$ cat config.mk
export PLATFORM = sky130hd
export DESIGN_NAME = morse_frame_ctrl
export DESIGN_NICKNAME = d
export VERILOG_FILES = /design/src/rtl/morse_frame_ctrl.sv
export SDC_FILE = /design/constraint.sdc
export NUM_CORES = 1
export LEC_CHECK = 0
export ABC_AREA = 1
export CORE_MARGIN = 3
export CORE_UTILIZATION = 31
export CTS_CLUSTER_DIAMETER = 40
export CTS_CLUSTER_SIZE = 25
export DETAILED_ROUTE_END_ITERATION = 10
export HOLD_SLACK_MARGIN = 0.05
export PLACE_DENSITY = 0.53
export SYNTH_ARGS = -nofsm -noshare
export SYNTH_HDL_FRONTEND = slang
export SYNTH_SLANG_ARGS = --single-unit
export TNS_END_PERCENT = 10
$ cat constraint.sdc
create_clock -name clk -period 6.1 [get_ports clk]
set_input_delay 0.61 -clock clk [delete_from_list [all_inputs] [get_ports clk]]
set_output_delay 0.61 -clock clk [all_outputs]
set_load 0.01 [all_outputs]
$ cat src/rtl/morse_frame_ctrl.sv
// Morse key framer: times key marks/spaces on a 1 ms tick, assembles up to five
// dot/dash elements into a symbol and holds it for a valid/ready consumer.
module morse_frame_ctrl #(
  parameter int DOT_MAX_MS  = 1000,
  parameter int GAP_MS      = 2000,
  parameter int MARK_TMO_MS = 4000
) (
  input  logic       clk,
  input  logic       rst,
  input  logic       tick_1ms,
  input  logic       key,
  input  logic       sym_ready,
  output logic [9:0] sym_code,
  output logic [2:0] sym_len,
  output logic       sym_valid,
  output logic       err,
  output logic       busy
);

  typedef enum logic [2:0] {IDLE, MARK, SPACE, HOLD, ERRW} state_t;

  localparam logic [12:0] CNT_MAX  = '1;
  localparam logic [12:0] DOT_MAX  = 13'(DOT_MAX_MS);
  localparam logic [12:0] GAP      = 13'(GAP_MS);
  localparam logic [12:0] MARK_TMO = 13'(MARK_TMO_MS);
  localparam logic [2:0]  LEN_MAX  = 3'd5;

  state_t      state;
  logic [12:0] cnt;
  logic [12:0] cnt_next;
  logic [9:0]  code;
  logic [2:0]  len;
  logic        key_q;
  logic        key_rise;
  logic        key_fall;
  logic [1:0]  elem;

  // The tick of the current cycle is folded in before any edge decision uses the count.
  assign cnt_next = (tick_1ms && cnt != CNT_MAX) ? cnt + 13'd1 : cnt;
  assign key_rise = key & ~key_q;
  assign key_fall = ~key & key_q;
  assign elem     = (cnt_next >= DOT_MAX) ? 2'b11 : 2'b10;

  // NOTE: every register here uses <= so all branches see the pre-edge values;
  // a blocking assignment would leak an updated value into later decisions.
  always_ff @(posedge clk) begin
    if (rst) begin
      state     <= IDLE;
      cnt       <= '0;
      code      <= '0;
      len       <= '0;
      key_q     <= 1'b0;
      sym_code  <= '0;
      sym_len   <= '0;
      sym_valid <= 1'b0;
      err       <= 1'b0;
      busy      <= 1'b0;
    end else begin
      key_q <= key;
      err   <= 1'b0;
      cnt   <= cnt_next;
      case (state)
        // Rising edge, not level: a key still held after a handshake is not a new mark.
        IDLE: begin
          if (key_rise) begin
            state <= MARK;
            cnt   <= '0;
            busy  <= 1'b1;
          end
        end
        MARK: begin
          if (cnt_next >= MARK_TMO) begin
            state <= ERRW;
            cnt   <= '0;
            code  <= '0;
            len   <= '0;
            err   <= 1'b1;
          end else if (key_fall) begin
            cnt <= '0;
            if (len == LEN_MAX) begin
              state <= IDLE;
              code  <= '0;
              len   <= '0;
              err   <= 1'b1;
              busy  <= 1'b0;
            end else begin
              state <= SPACE;
              if (cnt_next != '0) begin
                code <= {code[7:0], elem};
                len  <= len + 3'd1;
              end
            end
          end
        end
        SPACE: begin
          if (cnt_next >= GAP) begin
            cnt <= '0;
            if (len != '0) begin
              state     <= HOLD;
              sym_valid <= 1'b1;
              sym_code  <= code;
              sym_len   <= len;
            end else begin
              state <= IDLE;
              busy  <= 1'b0;
            end
          end else if (key_rise) begin
            state <= MARK;
            cnt   <= '0;
          end
        end
        HOLD: begin
          if (sym_ready) begin
            state     <= IDLE;
            cnt       <= '0;
            code      <= '0;
            len       <= '0;
            sym_valid <= 1'b0;
            sym_code  <= '0;
            sym_len   <= '0;
            busy      <= 1'b0;
          end
        end
        ERRW: begin
          if (!key) begin
            state <= IDLE;
            cnt   <= '0;
            busy  <= 1'b0;
          end
        end
        default: begin
          state <= IDLE;
          cnt   <= '0;
          busy  <= 1'b0;
        end
      endcase
    end
  end

endmodule

==> impl_metrics.csv <==
group,metric,value,unit
grt,grt-ovfl-total,0,
clock_tree,cts_made_buffers,5,
floorplanning,start_util,32.20,%
critical_path,r2r-end,"sym_code[7]$_SDFFE_PP0P_",
worst_hold_path,min_to,"sym_valid$_SDFFE_PP0P_",
pwr,leakagePower,1.252,nW
critical_path,worst_ep_arrival_time,2.99,ns
sta,fin_tns_setup,0,ns
floorplanning,die_h,98.85,um
sta,fin_skew,0.01443,ns
drt,drtIter0Drc,150,
sta,slew_viol_final,0,
critical_path,rr_worst_depth,18,
critical_path,endpoint_kind,"flop",
cells_and_area,seq_area,920.9,um^2
sta,worst_pin_slew,0.5799,ns
grt,track_usage,13.58,%
logic_synthesis,synth_seq_area_share,34.46,%
logic_synthesis,synth-seq-cells,46,
logic_synthesis,syn_inst,420,
floorplanning,io_pins,21,
floorplanning,die-area,9771,um^2
place,numPortBuffers,20,
sta,hold_viol_final,0,
floorplanning,rows,33,
pwr,power_density,258.0,nW/um^2
clock_tree,hold_buffers,0,
drt,ant_nets,0,
cells_and_area,multi_input_area,1484,um^2
logic_synthesis,synthSimpleGateAreaFrac,45.69,%
drt,wirelength,6466,um
drt,vias,2597,
place,hpwl,4732,um
sta,finalCritPeriodShare,46.22,%
critical_path,r2r-start,"cnt[0]$_SDFF_PP0_",
drt,first_pass_iters,4,
cells_and_area,areaGrowthSynthToFinish,13.81,%
cells_and_area,fill_cells,889,
status,outcome,"completed",
critical_path,cp-start-kind,"input port",
grt,grt_pass1_wl,11250,um
clock_tree,clk_path_buf_depth,2,
worst_hold_path,min-delay-start,"sym_valid$_SDFFE_PP0P_",
critical_path,critPathKind,"in2reg",
logic_synthesis,synthesis.area,2673,um^2
place,gp_congestion,0.8585,
logic_synthesis,post_synth_xor_area_fraction,1.966,%
critical_path,critPathMaxFanout,15,
grt,first_global_vias,2524,
logic_synthesis,synth_nets,426,
worst_hold_path,holdPathStages,2,
clock_tree,cts_setup_buffers,0,
logic_synthesis,yosys_warnings,0,
logic_synthesis,avgSynthCellArea,6.363,um^2
logic_synthesis,synthAdderAreaFrac,0.4682,%
clock_tree,cts_root_buf,"clkbuf_8",
worst_hold_path,hp-class,"reg2reg",
sta,rsz0062_at_grt,"no",
sta,period_needed,2.819,ns
pwr,totalPowerFinal,0.0007849,W
clock_tree,cts.sinks,46,
cells_and_area,final_net_count,442,
drt,drt-wirelength-per-cell,11.93,um
grt,grt_max_degree,33,
clock_tree,cts_resized,0,
floorplanning,die_width,98.85,um
flow_run,maxCapViolations,0,
clock_tree,clock_latency,0.30,ns
cells_and_area,drive_gt1_share,8.696,%
pwr,peakVddDrop,0.08826,mV
clock_tree,htreeDepth,2,
logic_synthesis,synth_compound_area_share,7.397,%
critical_path,required,6.27,ns
drt,drc,0,
sta,fmax,354.7,MHz
cells_and_area,n_antenna_cell,0,
critical_path,rrSetupSlack,3.40,ns
floorplanning,coreArea,8299,um^2
logic_synthesis,synth_top_family_by_area,"simple AND/OR/NAND/NOR gates",
grt,antenna_found_initial,0,
sta,slew_headroom,61.34,%
logic_synthesis,ys_types,28,
logic_synthesis,synthMuxAreaShare,0,%
drt,avgViaCountPerCell,4.792,
clock_tree,cts_tree,"done",
clock_tree,clk_pin_slew,0.08,ns
sta,setup_viol,0,
-- routing by layer --
layer | vias to the layer above | part of all wire (%) | track usage [%]
met5 | - | 0 | 0
met4 | 0 | 0.74 | 3.571
met3 | 5 | 3.3 | 2.123
met2 | 40 | 48 | 22.99
met1 | 1192 | 48 | 17.95
li1 | 1360 | - | -
-- worst max-delay path: stages --
cell and delay (ns):
clkdlybuf4s50_1 0.69, inv_1 0.13, nor2_4 0.26, nand2_1 0.08, nand2_1 0.13, nand2_1 0.06, nor2_1 0.10, nand3_2 0.13
nand3_2 0.10, nand2_1 0.06, inv_2 0.20, nand2_2 0.23, nand2_1 0.12, a21oi_1 0.06
-- power by group --
group | switching [W] | internal, W
logic | 0.000143 | 0.0000693
clock network | 0.000108 | 0.000123
registers | 0.0000189 | 0.000322
total | 0.000271 | 0.000514
-- cell usage in the layout, fill, tap and decap left out, drive strengths merged, types with 7 or more instances in the layout --
cell           Yosys  layout
nand2            146     146
nor2              55      55
inv               48      48
dfxtp             46      46
nand3             32      32
a21oi             31      31
clkdlybuf4s50      0      20
nor3              16      16
nand3b            10      10
nand4              9       9
clkbuf             7       7
-- synthesized netlist by cell type --
library cell / count / area [um^2]
dfxtp_1: 46 / 920.9
a31oi_1: 1 / 6.260
clkbuf_1: 7 / 26.28
xnor2_1: 2 / 17.52
nor2_1: 47 / 176.4
nand4_1: 9 / 56.30
nand3_1: 29 / 145.1
nor3_2: 1 / 10.01
buf_2: 1 / 5.000
inv_2: 4 / 15.01
inv_1: 44 / 165.2
nand2_4: 2 / 22.52
a21oi_2: 2 / 17.52
a21oi_1: 29 / 145.1
ha_1: 1 / 12.51
clkinv_1: 1 / 3.750
nor2_4: 3 / 33.78
nand3_2: 3 / 30.03
nor3_1: 15 / 75.07
nor2_2: 5 / 31.28
buf_4: 1 / 7.510
nand3b_1: 10 / 75.07
nand2_1: 134 / 503.0
a2111oi_0: 1 / 8.760
o21ai_0: 4 / 20.02
buf_6: 4 / 45.04
xor2_1: 4 / 35.03
nand2_2: 10 / 62.56
-- how the worst max path moves through the flow --
stage | startpoint | to | slack, ns | depth (start not counted)
floorplan | cnt[0]$_SDFF_PP0_ | code[5]$_SDFFE_PP0P_ | 3.87 | 20
global placement | tick_1ms | cnt[8]$_SDFF_PP0_ | 3.07 | 14
detailed placement | tick_1ms | sym_code[9]$_SDFFE_PP0P_ | 2.96 | 14
CTS | tick_1ms | sym_code[7]$_SDFFE_PP0P_ | 3.29 | 14
global route | tick_1ms | sym_code[6]$_SDFFE_PP0P_ | 3.06 | 14
finish | tick_1ms | sym_code[7]$_SDFFE_PP0P_ | 3.28 | 14
-- through the flow --
step | setup slack, ns | hold WS (ns) | instance area (um^2) | utilization (%) | cells
detailed placement | 2.964 | 0.4550 | 2935 | 35.37 | 534
CTS | 3.287 | 0.4691 | 3042 | 36.65 | 542
global placement | 3.073 | 0.4511 | 2935 | 35.37 | 534
global route | 3.057 | 0.4829 | 3042 | 36.65 | 542
finish | 3.281 | 0.4641 | 3042 | 36.65 | 542
floorplan | 3.874 | 0.4390 | 2673 | - | 420
-- kinds of logic after synthesis --
family          Yosys count
compound gates           37
xor+xnor                  6
fa+ha+maj                 1
buf+inv                  62
flops                    46
simple gates            268
-- state kept, by name, summed over array words and instances, names as in the netlist --
signal	count
sym_len	3
code	10
cnt	13
busy	1
len	3
err	1
state	3
sym_valid	1
key_q	1
sym_code	10
-- cell type report --
cell class | instances | share of cell area [%]
clock buffers | 7 | 2.509
repair buffers | 22 | 7.075
well taps | 105 | 4.319
multi-input cells | 312 | 48.79
flip-flops and latches | 46 | 30.28
clock inverters | 1 | 0.9872
inverters | 49 | 6.047
(Power assumes the default switching activity.)
